$ cat src/rtl/game_pkg.sv
// Shared definitions for the sequence-memory game.
// Contents: round-sequencer state encoding, symbol and level widths,
// level thresholds for the timer speed buckets, and the level-to-speed helper.
package game_pkg;

  localparam int SYM_W = 2;
  localparam int LVL_W = 5;

  // Upper level bound (inclusive) of speed buckets 0, 1 and 2.
  localparam logic [LVL_W-1:0] SPD_T1 = 5'd4;
  localparam logic [LVL_W-1:0] SPD_T2 = 5'd8;
  localparam logic [LVL_W-1:0] SPD_T3 = 5'd12;

  typedef enum logic [2:0] {
    ST_IDLE,
    ST_EXTEND,
    ST_SHOW_ON,
    ST_SHOW_OFF,
    ST_INPUT,
    ST_WIN,
    ST_LOSE
  } state_t;

  function automatic logic [1:0] speed_of(input logic [LVL_W-1:0] lvl);
    if (lvl <= SPD_T1)      return 2'd0;
    else if (lvl <= SPD_T2) return 2'd1;
    else if (lvl <= SPD_T3) return 2'd2;
    else                    return 2'd3;
  endfunction

endpackage

$ cat src/rtl/lfsr16.sv
// 16-bit Fibonacci LFSR, taps 16/14/13/11, advancing every clock.
// Ports:
//   clock  - rising-edge clock
//   reset  - asynchronous active-low reset, loads SEED
//   value  - current register contents
// A nonzero SEED keeps the register out of the all-zero lock-up state.
module lfsr16 #(
  parameter logic [15:0] SEED = 16'hACE1
) (
  input  logic        clock,
  input  logic        reset,
  output logic [15:0] value
);

  logic [15:0] value_q;
  logic [15:0] value_d;

  always_comb begin
    value_d = {value_q[14:0], value_q[15] ^ value_q[13] ^ value_q[12] ^ value_q[10]};
  end

  always_ff @(posedge clock or negedge reset) begin
    if (!reset) value_q <= SEED;
    else        value_q <= value_d;
  end

  assign value = value_q;

endmodule

$ cat src/rtl/round_controller.sv
// Game-round sequencer for the sequence-memory game.
// Each round appends one pseudo-random symbol, replays the whole sequence
// through show_valid/show_symbol, then checks player presses under a
// per-press timeout using the downstream timer.
// Ports:
//   clock, reset            - clock; asynchronous active-low reset
//   new_game                - (re)start pulse, highest priority
//   btn_valid, btn_symbol   - player press pulse and symbol
//   timer_done              - timer expiry flag
//   timer_start/stop        - one-cycle timer control pulses
//   timer_speed, timer_max  - timer tick rate and current phase limit
//   show_valid, show_symbol - symbol display
//   level, score            - sequence length, completed rounds
//   game_over, win          - LOSE / WIN status
// All outputs are registered; they are computed from the next state.
module round_controller
  import game_pkg::*;
#(
  parameter int          MAX_LEN     = 16,
  parameter logic [5:0]  SHOW_TICKS  = 6'd2,
  parameter logic [5:0]  GAP_TICKS   = 6'd1,
  parameter logic [5:0]  INPUT_TICKS = 6'd5,
  parameter logic [15:0] SEED        = 16'hACE1
) (
  input  logic       clock,
  input  logic       reset,
  input  logic       new_game,
  input  logic       btn_valid,
  input  logic [1:0] btn_symbol,
  input  logic       timer_done,
  output logic       timer_start,
  output logic       timer_stop,
  output logic [1:0] timer_speed,
  output logic [5:0] timer_max,
  output logic       show_valid,
  output logic [1:0] show_symbol,
  output logic [4:0] level,
  output logic [4:0] score,
  output logic       game_over,
  output logic       win
);

  localparam logic [LVL_W-1:0] MAX_LVL = LVL_W'(MAX_LEN);

  state_t                   state_q, state_d;
  logic [LVL_W-1:0]         level_q, level_d;
  logic [LVL_W-1:0]         score_q, score_d;
  logic [LVL_W-1:0]         idx_q, idx_d;
  logic                     timer_start_q, timer_start_d;
  logic                     timer_stop_q, timer_stop_d;
  logic                     start_dly_q, start_dly_d;
  logic [1:0]               timer_speed_q, timer_speed_d;
  logic [5:0]               timer_max_q, timer_max_d;
  logic                     show_valid_q, show_valid_d;
  logic [SYM_W-1:0]         show_symbol_q, show_symbol_d;
  logic                     game_over_q, game_over_d;
  logic                     win_q, win_d;

  logic [SYM_W*MAX_LEN-1:0] seq_q;
  logic                     seq_we;
  logic [15:0]              lfsr_val;
  logic [13:0]              lfsr_unused;
  logic [SYM_W-1:0]         seq_cur;
  logic                     done_ok;
  logic                     last_pos;

  lfsr16 #(.SEED(SEED)) u_lfsr (
    .clock (clock),
    .reset (reset),
    .value (lfsr_val)
  );

  // Only the low bits pick symbols; the rest just feed the shift register.
  assign lfsr_unused = lfsr_val[15:2];

  always_comb begin
    state_d       = state_q;
    level_d       = level_q;
    score_d       = score_q;
    idx_d         = idx_q;
    timer_start_d = 1'b0;
    timer_stop_d  = 1'b0;
    seq_we        = 1'b0;
    start_dly_d   = timer_start_q;

    seq_cur  = seq_q[idx_q*SYM_W +: SYM_W];
    last_pos = (idx_q == level_q - LVL_W'(1));
    // The timer clears done one cycle after start, so done is stale
    // during the start cycle and the one after it.
    done_ok  = timer_done && !timer_start_q && !start_dly_q;

    if (new_game) begin
      level_d      = '0;
      score_d      = '0;
      idx_d        = '0;
      timer_stop_d = 1'b1;
      state_d      = ST_EXTEND;
    end else begin
      unique case (state_q)
        ST_EXTEND: begin
          seq_we        = 1'b1;
          level_d       = level_q + LVL_W'(1);
          idx_d         = '0;
          timer_start_d = 1'b1;
          state_d       = ST_SHOW_ON;
        end
        ST_SHOW_ON: begin
          if (done_ok) begin
            timer_start_d = 1'b1;
            state_d       = ST_SHOW_OFF;
          end
        end
        ST_SHOW_OFF: begin
          if (done_ok) begin
            timer_start_d = 1'b1;
            if (last_pos) begin
              idx_d   = '0;
              state_d = ST_INPUT;
            end else begin
              idx_d   = idx_q + LVL_W'(1);
              state_d = ST_SHOW_ON;
            end
          end
        end
        ST_INPUT: begin
          // A press in the same cycle as done wins over the timeout.
          if (btn_valid) begin
            if (btn_symbol == seq_cur) begin
              if (last_pos) begin
                score_d = score_q + LVL_W'(1);
                if (level_q == MAX_LVL) begin
                  timer_stop_d = 1'b1;
                  state_d      = ST_WIN;
                end else begin
                  state_d = ST_EXTEND;
                end
              end else begin
                idx_d         = idx_q + LVL_W'(1);
                timer_start_d = 1'b1;
              end
            end else begin
              timer_stop_d = 1'b1;
              state_d      = ST_LOSE;
            end
          end else if (done_ok) begin
            timer_stop_d = 1'b1;
            state_d      = ST_LOSE;
          end
        end
        default: ;
      endcase
    end

    show_valid_d = (state_d == ST_SHOW_ON);
    if (!show_valid_d)
      show_symbol_d = '0;
    else if (seq_we && idx_d == level_q)
      // Symbol being written this cycle is not in seq_q yet.
      show_symbol_d = lfsr_val[SYM_W-1:0];
    else
      show_symbol_d = seq_q[idx_d*SYM_W +: SYM_W];

    unique case (state_d)
      ST_SHOW_ON:  timer_max_d = SHOW_TICKS;
      ST_SHOW_OFF: timer_max_d = GAP_TICKS;
      ST_INPUT:    timer_max_d = INPUT_TICKS;
      default:     timer_max_d = 6'd0;
    endcase

    timer_speed_d = speed_of(level_d);
    game_over_d   = (state_d == ST_LOSE);
    win_d         = (state_d == ST_WIN);
  end

  always_ff @(posedge clock or negedge reset) begin
    if (!reset) begin
      state_q       <= ST_IDLE;
      level_q       <= '0;
      score_q       <= '0;
      idx_q         <= '0;
      timer_start_q <= 1'b0;
      timer_stop_q  <= 1'b0;
      start_dly_q   <= 1'b0;
      timer_speed_q <= '0;
      timer_max_q   <= '0;
      show_valid_q  <= 1'b0;
      show_symbol_q <= '0;
      game_over_q   <= 1'b0;
      win_q         <= 1'b0;
    end else begin
      state_q       <= state_d;
      level_q       <= level_d;
      score_q       <= score_d;
      idx_q         <= idx_d;
      timer_start_q <= timer_start_d;
      timer_stop_q  <= timer_stop_d;
      start_dly_q   <= start_dly_d;
      timer_speed_q <= timer_speed_d;
      timer_max_q   <= timer_max_d;
      show_valid_q  <= show_valid_d;
      show_symbol_q <= show_symbol_d;
      game_over_q   <= game_over_d;
      win_q         <= win_d;
    end
  end

  // Sequence storage survives reset; entries are always written before read.
  always_ff @(posedge clock) begin
    if (seq_we) seq_q[level_q*SYM_W +: SYM_W] <= lfsr_val[SYM_W-1:0];
  end

  assign timer_start = timer_start_q;
  assign timer_stop  = timer_stop_q;
  assign timer_speed = timer_speed_q;
  assign timer_max   = timer_max_q;
  assign show_valid  = show_valid_q;
  assign show_symbol = show_symbol_q;
  assign level       = level_q;
  assign score       = score_q;
  assign game_over   = game_over_q;
  assign win         = win_q;

endmodule
$ cat config.mk
export PLATFORM = sky130hd
export DESIGN_NAME = round_controller
export DESIGN_NICKNAME = d
export VERILOG_FILES = /design/src/rtl/game_pkg.sv /design/src/rtl/lfsr16.sv /design/src/rtl/round_controller.sv
export SDC_FILE = /design/constraint.sdc
export NUM_CORES = 1
export LEC_CHECK = 0
export CORE_MARGIN = 5
export CORE_UTILIZATION = 59
export DETAILED_ROUTE_END_ITERATION = 8
export PLACE_DENSITY = 0.9
export SKIP_LAST_GASP = 1
export SLEW_MARGIN = 20
export SYNTH_ARGS = -nofsm -noshare
export SYNTH_HDL_FRONTEND = slang
export SYNTH_HIERARCHICAL = 1
export SYNTH_SLANG_ARGS = --single-unit
export TNS_END_PERCENT = 20
$ cat constraint.sdc
create_clock -name clock -period 5.2 [get_ports clock]
set_clock_uncertainty 0.05 [all_clocks]
set_input_delay 0.52 -clock clock [delete_from_list [all_inputs] [get_ports clock]]
set_output_delay 0.52 -clock clock [all_outputs]
set_load 0.01 [all_outputs]
Word level (Yosys, flattened, before mapping)
Cells that the tools add are included.
{"block": "word_totals", "reg_bits": 82, "in_bits": 7, "output_inout_bits": 25, "wordCells": 99}
{"block": "op_classes", "addsub": 5, "n_lt_le_gt_ge": 3, "eq_ne": 13, "shifts": 4, "muxes": 45, "bitwise": 3, "n_reduce_logical": 11}
{"op": "$mux W5", "count": 13}
{"op": "$shiftx A32 B7 Y2", "count": 2}
{"op": "$neg A6 Y34", "count": 1}
{"op": "$shift A2 B34 Y32 const A", "count": 1}
{"op": "$shiftx A2 B34 Y32", "count": 1}
{"op": "$bwmux W32", "count": 1}
{"op": "$mux W3", "count": 9}
{"op": "$add A5 B1 Y5 const B", "count": 3}
{"op": "$pmux W5 S3", "count": 1}
{"op": "$mux W1", "count": 14}
{"op": "$eq A3 B2 Y1 const B", "count": 4}
{"op": "$eq A3 B3 Y1 const B", "count": 4}
{"op": "$pmux W3 S4", "count": 1}
{"op": "$eq A5 B5 Y1", "count": 2}
{"op": "$le A5 B4 Y1 const B", "count": 2}
{"op": "$pmux W3 S3", "count": 1}
{"op": "$mux W2", "count": 4}
{"op": "$reduce_bool A2 Y1", "count": 4}
{"op": "$eq A5 B5 Y1 const B", "count": 1}
{"op": "$le A5 B3 Y1 const B", "count": 1}
{"op": "$sub A5 B1 Y5 const B", "count": 1}
{"op": "$reduce_and A4 Y1", "count": 1}
{"op": "$eq A3 B1 Y1 const B", "count": 1}
{"op": "$logic_and A1 B1 Y1", "count": 3}
{"op": "other kinds (5)", "count": 8}

Longest topological paths before layout
Gate-level depths: netlist (run 1).
{"block": "logic_depth", "word_depth": 11, "mapped_depth": 19, "depth_no_buf": 15}

Modules after synthesis
The synthesis (run 1) kept the hierarchy.
{"mod": "round_controller", "n_inst": 1, "cells_each": 408, "area_each_um2": 4026.4, "seq_area_each_um2": 1711.6}
{"mod": "lfsr16", "n_inst": 1, "cells_each": 34, "area_each_um2": 549.3, "seq_area_each_um2": 410.4}

Worst setup path after synthesis (run 1)
OpenSTA, ideal clock, no wires.
{"block": "synth_timing", "path_kind": "reg-to-reg", "from": "register level_q[0] (netlist: level[0])", "to": "register show_symbol_q[0] (netlist: show_symbol[0])", "setup_time_ns": 0.122, "t_arrival_ns": 4.135, "slack_ns": 0.894, "stages_incl_launch_ff": 19, "path_buffers": 4, "period_less_slack_ns": 4.306, "cell_sequence": "dfrtp_1 clkbuf_1 inv_1 ha_1 clkbuf_1 xor2_1 nand2_1 nor4_4 inv_2 buf_2 ha_1 nor3_1 o211ai_1 o221ai_2 clkbuf_1 mux4_2 mux2i_1 mux2i_1 a32o_1"}
{"block": "synth_via", "elab_chain_cells": 11, "elab_cells_between_ends": 24, "classes_between": "add/sub: 1; eq/ne: 4; shift: 1; mux: 17; reduce/logical: 1"}
{"item": "start: declaration", "line": "round_controller.sv:46", "text": "logic [LVL_W-1:0] level_q, level_d;"}
{"item": "start signal: assignment", "line": "round_controller.sv:192", "text": "level_q <= level_d;"}
{"item": "$sub A5 B1 Y5 (*)", "line": "round_controller.sv:87", "text": "last_pos = (idx_q == level_q - LVL_W'(1));"}
{"item": "$eq A5 B5 Y1 (*)", "line": "round_controller.sv:87"}
{"item": "$mux W5", "line": "round_controller.sv:129", "text": "if (last_pos) begin"}
{"item": "$mux W5", "line": "round_controller.sv:128", "text": "if (btn_symbol == seq_cur) begin"}
{"item": "$mux W5", "line": "round_controller.sv:127", "text": "if (btn_valid) begin"}
{"item": "$pmux W5 S3 (*)", "line": "round_controller.sv:99", "text": "unique case (state_q)"}
{"item": "$mux W5 (*)", "line": "round_controller.sv:92", "text": "if (new_game) begin"}
{"item": "net idx_d[0]", "line": "round_controller.sv:48", "text": "logic [LVL_W-1:0] idx_q, idx_d;"}
{"item": "branches (longest 2 deep; another with $shiftx A32 B7 Y2)"}
{"item": "$mux W2 (*)", "line": "round_controller.sv:157", "text": "else if (seq_we && idx_d == level_q)"}
{"item": "$mux W2 (*)", "line": "round_controller.sv:155", "text": "if (!show_valid_d)"}
{"item": "net show_symbol_d[0]", "line": "round_controller.sv:55", "text": "logic [SYM_W-1:0] show_symbol_q, show_symbol_d;"}
{"item": "end signal: assignment", "line": "round_controller.sv:201", "text": "show_symbol_q <= show_symbol_d;"}
{"item": "end: declaration", "line": "round_controller.sv:55"}
Mark *: on every way through the listed nets, which the timed path passes.
A chain may end at the register's enable or synchronous reset.

Final worst setup path (run 1)
{"block": "layout_timing", "from": "register level_q[0] (netlist: level[0])", "to": "register show_symbol_q[0] (netlist: show_symbol[0])"}
{"block": "layout_via", "elab_chain_cells": 11, "elab_cells_between_ends": 24, "classes_between": "add/sub: 1; eq/ne: 4; shift: 1; mux: 17; reduce/logical: 1"}
{"item": "branches (longest 10 deep; another with $sub A5 B1 Y5)"}
{"item": "$mux W2 (*)", "line": "round_controller.sv:155"}
{"item": "net show_symbol_d[0]", "line": "round_controller.sv:55"}
Marked as above.

==> impl_metrics.py, run 1 <==
metrics = {
    "outcome": {
        "status": "finished, final reports clean",
    },
    "drt": {
        "post_drt_wl_per_cell_um": 20.3,
        "routed_wl_um": 11100,
        "vias": 3594,
        "dr.pass1.iters": 6,
        "drt-vias-per-instance": 6.56,
        "drc_errors": 0,
        "ant_nets": 0,
        "drtIter0Drc": 293,
    },
    "global_route": {
        "grt_overflow_total": 0,
        "grt_pass1_wl_um": 18200,
        "antenna_found_initial": 0,
        "grt_max_degree": 47,
        "grt_pass1_vias": 3599,
        "track_usage_pct": 24.0,
    },
    "critical_path": {
        "r2r_end": "show_symbol[0]",
        "cp_max_fo": 15,
        "path_class": "reg2reg",
        "crit_required_ns": 5.41,
        "r2r-start": "level[0]",
        "critPathLaunchType": "register",
        "critPathArrivalTime_ns": 4.90,
        "ff2ff_path_depth": 16,
        "r2r_setup_slack_ns": 0.51,
        "end_kind": "register",
    },
    "clocking": {
        "htree_num_levels": 3,
        "numCtsBuffers": 9,
        "clk_pin_slew_ns": 0.10,
        "tritoncts": "yes",
        "ctsResizeCount": 0,
        "clockRootBuffer": "clkbuf_8",
        "postCtsSetupRepairBufs": 0,
        "clock-sinks": 78,
        "clock_latency_ns": 0.37,
        "holdBufCountCts": 0,
        "clk_path_buf_depth": 2,
    },
    "power": {
        "seq_power_share_pct": 49.3,
        "power.share.clock_pct": 35.7,
        "power.leakage_nw": 1.83,
        "p_sw_share_pct": 29.7,
        "ir_drop_uv": 292,
        "power.total_mw": 1.35,
        "combPwrFrac_pct": 15.0,
        "netSwitchingPower_mw": 0.401,
        "power_density_nw_per_um2": 273,
        "p_int_mw": 0.947,
    },
    "synthesis": {
        "netlist_instances": 429,
        "yosys_warnings": 6,
        "synth_area_um2": 4480,
        "avgSynthCellArea_um2": 10.4,
    },
    "timing": {
        "final_hold_viol_count": 0,
        "period_share_pct": 90.2,
        "finalSetupTns_ns": 0,
        "setup_viol": 0,
        "slew_violations": 0,
        "max_slew_margin_pct": 33.3,
        "fmax_mhz": 213,
        "setup_slack_ns": 0.508,
        "period_needed_ns": 4.69,
        "rsz0062_at_grt": "no",
        "worstMarginPinSlew_ns": 0.996,
    },
    "flow_run": {
        "cap_viol_max_count": 0,
    },
    "die": {
        "num_io_pins": 32,
        "num_rows": 31,
        "die_y_um": 97.1,
        "die_area_um2": 9430,
        "core_um2": 7330,
        "die_w_um": 97.1,
        "start_util_pct": 61.1,
    },
    "place": {
        "pre_cts_ws_ns": 0.724,
        "dpl.cell_count": 532,
        "hpwl_um": 7690,
        "gp_congestion": 0.982,
        "io_buffers": 28,
    },
    "layout": {
        "final_common_cell": "nor2_1",
        "layoutNonFillerInstCount": 548,
        "antennaDiodeCount": 0,
        "drive_gt1_share_pct": 11.8,
        "layout_common_cells": "70 x nor2_1, 38 x dfrtp_1, 33 x nand3_1, 32 x edfxtp_1, 27 x clkdlybuf4s50_1",
        "fillerInstances": 531,
        "nets": 458,
        "syn2layout_area_growth_pct": 10.5,
    },
    "hold_path": {
        "hp-class": "in2async",
    },
}
[power groups by stage]
stage          Sequential (mW)  Clock [mW]  Combinational [mW]
2_1_floorplan            0.669           0               0.146
3_3_place_gp             0.675           0               0.188
3_5_place_dp             0.677           0               0.196
4_1_cts                  0.664       0.483               0.200
5_1_grt                  0.666       0.508               0.220
6_report                 0.665       0.482               0.202
[per-stage QoR]
stage / area, µm² / hold WS, ns / utilization (%)
2_1_floorplan: 4490 / 0.174 / -
5_1_grt: 4950 / 0.139 / 67.5
3_5_place_dp: 4740 / 0.286 / 64.7
3_3_place_gp: 4740 / 0.288 / 64.7
6_report: 4950 / 0.0838 / 67.5
4_1_cts: 4950 / 0.289 / 67.5
[worst max-delay path by stage]
stage | start | endpoint | slack (ns) | cells after the start
final | level[0] | show_symbol[0] | 0.51 | 16
after detailed placement | level[0] | show_symbol[0] | 0.72 | 16
after CTS | level[0] | show_symbol[0] | 0.64 | 16
after global routing | level[0] | show_symbol[0] | 0.14 | 16
after floorplan | level[0] | show_symbol[0] | 0.89 | 18
after global placement | level[0] | show_symbol[0] | 0.89 | 16
[critical path, stage by stage (launching register included)]
cell and delay (ns):
dfrtp_1 0.60, inv_1 0.17, ha_1 0.24, nor3b_1 0.55, xnor2_1 0.23, nor4_4 0.17, buf_4 0.26, inv_2 0.17
ha_1 0.21, a22o_1 0.19, a22oi_1 0.17, o221ai_2 0.33, a2111oi_0 0.55, a32oi_1 0.12, mux2i_1 0.25, mux2i_1 0.11
a32o_1 0.22
[registers in the layout, indices dropped and copies added (netlist names), 2 cells and up]
name / cells
idx_q: 5
state_q: 3
show_symbol: 2
score: 5
timer_speed: 2
timer_max: 2
u_lfsr/value: 16
seq_q: 32
level: 5
[layer usage]
metal	GRT usage, %	part of all wire (%)	up-vias
met5	0	0	-
met4	10.3	3.2	0
met3	6.03	9.7	43
met2	38.9	48	231
met1	30.8	39	1735
li1	-	-	1585
[cell type report]
type,count,area [µm²],share of cell area [%]
Multi-Input combinational cell,313,2160,43.7
Sequential cell,78,2120,42.9
Timing Repair Buffer,30,293,5.92
Clock buffer,9,124,2.50
Tap cell,99,124,2.50
Clock inverter,7,80.1,1.62
Inverter,12,45.0,0.910
Power figures use the tool's default switching activity.
==> run 2: changes to the inputs <==
--- a/config.mk
+++ b/config.mk
@@ -10,9 +10,8 @@
 export DETAILED_ROUTE_END_ITERATION = 8
 export PLACE_DENSITY = 0.9
 export SKIP_LAST_GASP = 1
-export SLEW_MARGIN = 20
 export SYNTH_ARGS = -nofsm -noshare
 export SYNTH_HDL_FRONTEND = slang
 export SYNTH_HIERARCHICAL = 1
 export SYNTH_SLANG_ARGS = --single-unit
-export TNS_END_PERCENT = 20
+export TNS_END_PERCENT = 30
==> impl_metrics.py, run 2 (synthesized netlist as in run 1, its figures left out) <==
metrics = {
    "outcome": {
        "status": "finished, final reports clean",
    },
    "timing": {
        "max_slew_margin_pct": 27.5,
        "finalSetupTns_ns": 0,
        "slew_violations": 0,
        "final_hold_viol_count": 0,
        "fmax_mhz": 213,
        "rsz0062_at_grt": "no",
        "period_share_pct": 90.3,
        "setup_viol": 0,
        "worstMarginPinSlew_ns": 1.07,
        "period_needed_ns": 4.70,
        "whs_ns": 0.253,
    },
    "clocking": {
        "holdBufCountCts": 0,
        "htree_num_levels": 3,
        "clk_pin_slew_ns": 0.10,
        "ctsResizeCount": 0,
        "postCtsSetupRepairBufs": 0,
        "numCtsBuffers": 9,
        "tritoncts": "yes",
        "clk_path_buf_depth": 2,
        "clock_latency_ns": 0.37,
        "clock-sinks": 78,
        "clockRootBuffer": "clkbuf_8",
    },
    "critical_path": {
        "path_cells": "inv_1 -> ha_1 -> nor3b_1 -> xnor2_1 -> nor4_4 -> buf_4 -> inv_2 -> ha_1 -> a22o_1 -> a22oi_1 -> o221ai_2 -> a2111oi_0 -> a32oi_1 -> mux2i_1 -> mux2i_1 -> a32o_1",
        "r2r_end": "show_symbol[0]",
        "cpLargestDelayFamily": "compound AO/OA/AOI/OAI gates",
        "path_class": "reg2reg",
        "r2r-start": "level[0]",
        "path_buf_inv": 3,
        "crit_required_ns": 5.41,
        "critPathArrivalTime_ns": 4.91,
        "critPathLaunchType": "register",
        "end_kind": "register",
        "slowest_delay_ns": 0.60,
        "startpoint": "level[0]",
        "ff2ff_path_depth": 16,
        "cp_max_fo": 15,
        "r2r_setup_slack_ns": 0.50,
        "critPathSlowestCell": "dfrtp_1",
    },
    "drt": {
        "routed_wl_um": 11100,
        "vias": 3573,
        "dr.pass1.iters": 5,
        "post_drt_wl_per_cell_um": 20.2,
        "drc_errors": 0,
        "ant_nets": 0,
        "drt-vias-per-instance": 6.52,
        "drtIter0Drc": 288,
    },
    "layout": {
        "post-route-util_pct": 67.5,
        "regMostFlops": "seq_q",
        "largest_reg_flops": 32,
        "final_common_cell": "nor2_1",
        "regArea_um2": 2120,
        "layoutNonFillerInstCount": 548,
        "drive_gt1_share_pct": 11.8,
        "multiInputGateArea_um2": 2160,
        "nets": 458,
        "syn2layout_area_growth_pct": 10.4,
        "fillerInstances": 531,
        "layout_common_cells": "70 x nor2_1, 38 x dfrtp_1, 33 x nand3_1, 32 x edfxtp_1, 27 x clkdlybuf4s50_1",
        "antennaDiodeCount": 0,
    },
    "flow_run": {
        "cap_viol_max_count": 0,
    },
    "global_route": {
        "grt_pass1_wl_um": 18200,
        "grt_overflow_total": 0,
        "track_usage_pct": 24.0,
        "grt_pass1_vias": 3599,
        "grt_max_degree": 47,
        "antenna_found_initial": 0,
    },
    "power": {
        "ir_drop_uv": 291,
        "power_density_nw_per_um2": 272,
        "power.share.clock_pct": 35.7,
        "power.leakage_nw": 1.82,
        "combPwrFrac_pct": 15.0,
        "p_sw_share_pct": 29.7,
        "p_int_mw": 0.947,
        "seq_power_share_pct": 49.3,
        "netSwitchingPower_mw": 0.400,
        "power.total_mw": 1.35,
    },
    "die": {
        "die_w_um": 97.1,
        "start_util_pct": 61.1,
        "num_io_pins": 32,
        "die_area_um2": 9430,
        "num_rows": 31,
        "core_um2": 7330,
        "die_y_um": 97.1,
    },
    "place": {
        "hpwl_um": 7690,
        "io_buffers": 28,
        "dpl.cell_count": 532,
        "gp_congestion": 0.982,
    },
    "hold_path": {
        "hp-class": "in2async",
    },
}
run 2: changes by cell type in the layout (fill, tap and decap cells not counted):
cell      change
o311ai_1      -1
buf_4         -1
o311ai_0      +1
buf_2         +1
run 2: worst max path at each step:
stage | end | slack, ns | cells after the start
3_5_place_dp | show_symbol[0] | 0.72 | 16
6_report | show_symbol[0] | 0.50 | 16
3_3_place_gp | show_symbol[0] | 0.89 | 16
4_1_cts | show_symbol[0] | 0.64 | 16
2_1_floorplan | show_symbol[0] | 0.89 | 18
5_1_grt | show_symbol[0] | 0.14 | 16
run 2: final cells by class:
cell class | count | share of cell area (%)
clock buffer | 9 | 2.50
clock inverter | 7 | 1.62
sequential | 78 | 42.9
multi-input combinational | 313 | 43.7
inverter | 12 | 0.911
tap | 99 | 2.50
timing repair buffer | 30 | 5.87
run 2: per-stage QoR:
| stage | instance area (µm²) | setup WS, ns |
|---|---|---|
| 6_report | 4950 | 0.502 |
| 5_1_grt | 4950 | 0.142 |
| 4_1_cts | 4950 | 0.641 |
| 3_5_place_dp | 4740 | 0.724 |
| 3_3_place_gp | 4740 | 0.894 |
| 2_1_floorplan | 4490 | 0.894 |
run 2: layer usage:
| layer | share of wire, % | global-route usage [%] |
|---|---|---|
| met1 | 39 | 30.8 |
| met2 | 48 | 38.9 |
| met3 | 9.6 | 6.03 |
| met4 | 3.2 | 10.3 |
| met5 | 0 | 0 |
run 2: power groups by stage:
| stage | Sequential, mW | Clock (mW) | Combinational (mW) |
|---|---|---|---|
| final | 0.664 | 0.482 | 0.202 |
| after floorplan | 0.669 | 0 | 0.146 |
| after detailed placement | 0.677 | 0 | 0.196 |
| after global placement | 0.675 | 0 | 0.188 |
| after global routing | 0.666 | 0.508 | 0.220 |
| after CTS | 0.664 | 0.483 | 0.200 |
==> run 3: changes to the inputs <==
--- a/config.mk
+++ b/config.mk
@@ -8,7 +8,9 @@
 export CORE_MARGIN = 5
 export CORE_UTILIZATION = 59
 export DETAILED_ROUTE_END_ITERATION = 8
+export HOLD_SLACK_MARGIN = 0.08
 export PLACE_DENSITY = 0.9
+export REMOVE_ABC_BUFFERS = 1
 export SKIP_LAST_GASP = 1
 export SYNTH_ARGS = -nofsm -noshare
 export SYNTH_HDL_FRONTEND = slang
==> impl_metrics.py, run 3 (synthesized netlist as in run 1, its figures left out) <==
metrics = {
    "timing": {
        "finalSetupTns_ns": 0,
        "setup_viol": 0,
        "rsz0062_at_grt": "no",
        "slew_violations": 0,
        "period_share_pct": 90.0,
        "final_hold_viol_count": 0,
        "whs_ns": 0.253,
        "worstMarginPinSlew_ns": 1.01,
        "period_needed_ns": 4.68,
        "max_slew_margin_pct": 32.5,
        "fmax_mhz": 214,
    },
    "clocking": {
        "ctsResizeCount": 0,
        "clock_latency_ns": 0.36,
        "clockRootBuffer": "clkbuf_8",
        "htree_num_levels": 3,
        "clock-sinks": 78,
        "clk_pin_slew_ns": 0.09,
        "clk_path_buf_depth": 2,
        "numCtsBuffers": 9,
        "holdBufCountCts": 0,
        "postCtsSetupRepairBufs": 0,
        "tritoncts": "yes",
    },
    "die": {
        "die_w_um": 97.1,
        "die_area_um2": 9430,
        "die_y_um": 97.1,
        "start_util_pct": 61.1,
        "num_rows": 31,
        "num_io_pins": 32,
        "core_um2": 7330,
    },
    "global_route": {
        "grt_pass1_vias": 3429,
        "grt_overflow_total": 0,
        "track_usage_pct": 24.2,
        "grt_pass1_wl_um": 18200,
        "antenna_found_initial": 0,
        "grt_max_degree": 47,
    },
    "outcome": {
        "status": "finished, final reports clean",
    },
    "layout": {
        "largest_reg_flops": 32,
        "fillerInstances": 525,
        "nets": 458,
        "syn2layout_area_growth_pct": 10.3,
        "regArea_um2": 2120,
        "post-route-util_pct": 67.4,
        "multiInputGateArea_um2": 2160,
        "antennaDiodeCount": 0,
        "layoutNonFillerInstCount": 548,
        "final_common_cell": "nor2_1",
        "regMostFlops": "seq_q",
        "drive_gt1_share_pct": 11.8,
        "layout_common_cells": "70 x nor2_1, 38 x dfrtp_1, 33 x nand3_1, 32 x edfxtp_1, 27 x clkdlybuf4s50_1",
    },
    "drt": {
        "ant_nets": 0,
        "drtIter0Drc": 434,
        "drt-vias-per-instance": 6.58,
        "post_drt_wl_per_cell_um": 20.4,
        "routed_wl_um": 11200,
        "drc_errors": 0,
        "vias": 3607,
        "dr.pass1.iters": 7,
    },
    "power": {
        "ir_drop_uv": 222,
        "power.leakage_nw": 1.82,
        "power_density_nw_per_um2": 267,
    },
    "critical_path": {
        "startpoint": "level[0]",
        "r2r-start": "level[0]",
        "ff2ff_path_depth": 16,
        "path_class": "reg2reg",
        "crit_required_ns": 5.40,
        "end_kind": "register",
        "cp_max_fo": 15,
        "critPathLaunchType": "register",
        "critPathArrivalTime_ns": 4.88,
        "r2r_setup_slack_ns": 0.52,
    },
    "place": {
        "dpl.cell_count": 532,
        "gp_congestion": 0.951,
        "io_buffers": 28,
        "hpwl_um": 8080,
    },
    "flow_run": {
        "cap_viol_max_count": 0,
    },
    "hold_path": {
        "hp-class": "in2async",
    },
}
## run 3: critical path, stage by stage (launching register included)
cell and delay (ns):
dfrtp_1 0.68, inv_1 0.14, ha_1 0.27, xnor2_1 0.36
xnor2_1 0.17, nor4_4 0.28, buf_4 0.25, inv_2 0.17
ha_1 0.21, a22o_1 0.19, a22oi_1 0.18, o221ai_2 0.34
a2111oi_0 0.64, a32oi_1 0.13, mux2i_1 0.18, mux2i_1 0.10
a32o_1 0.22
## run 3: final cells by class
class	instances	share of cell area, %
Tap cell	99	2.51
Multi-Input combinational cell	313	43.7
Timing Repair Buffer	30	5.87
Inverter	12	0.912
Clock inverter	7	1.52
Clock buffer	9	2.51
Sequential cell	78	42.9
## run 3: routing by layer
metal	up-vias	GRT usage, %	wire [µm]
li1	1590	-	-
met5	-	0	0
met2	271	39.4	5430
met4	0	9.50	380
met1	1699	31.8	4270
met3	47	4.88	1090
## run 3: stage by stage
step                      power (mW)  setup slack, ns  instance area, µm²
after floorplan                0.806             1.04                4330
after global placement         0.864            0.848                4740
after detailed placement       0.872            0.761                4740
after CTS                       1.32            0.657                4940
after global routing            1.38            0.255                4940
final                           1.32            0.521                4940
## run 3: power breakdown
part	internal (mW)	switching, mW	total [mW]
sequential	0.645	0.0184	0.664
combinational	0.0728	0.130	0.203
clock	0.190	0.263	0.453
## run 3: worst paths after layout
path	endpoint
max in group asynchronous	show_symbol[1]
worst max-delay path	show_symbol[1]
worst min-delay path	u_lfsr/value[12]
min in group clock	u_lfsr/value[6]
worst min register to register	u_lfsr/value[6]
worst max register to register	show_symbol[1]
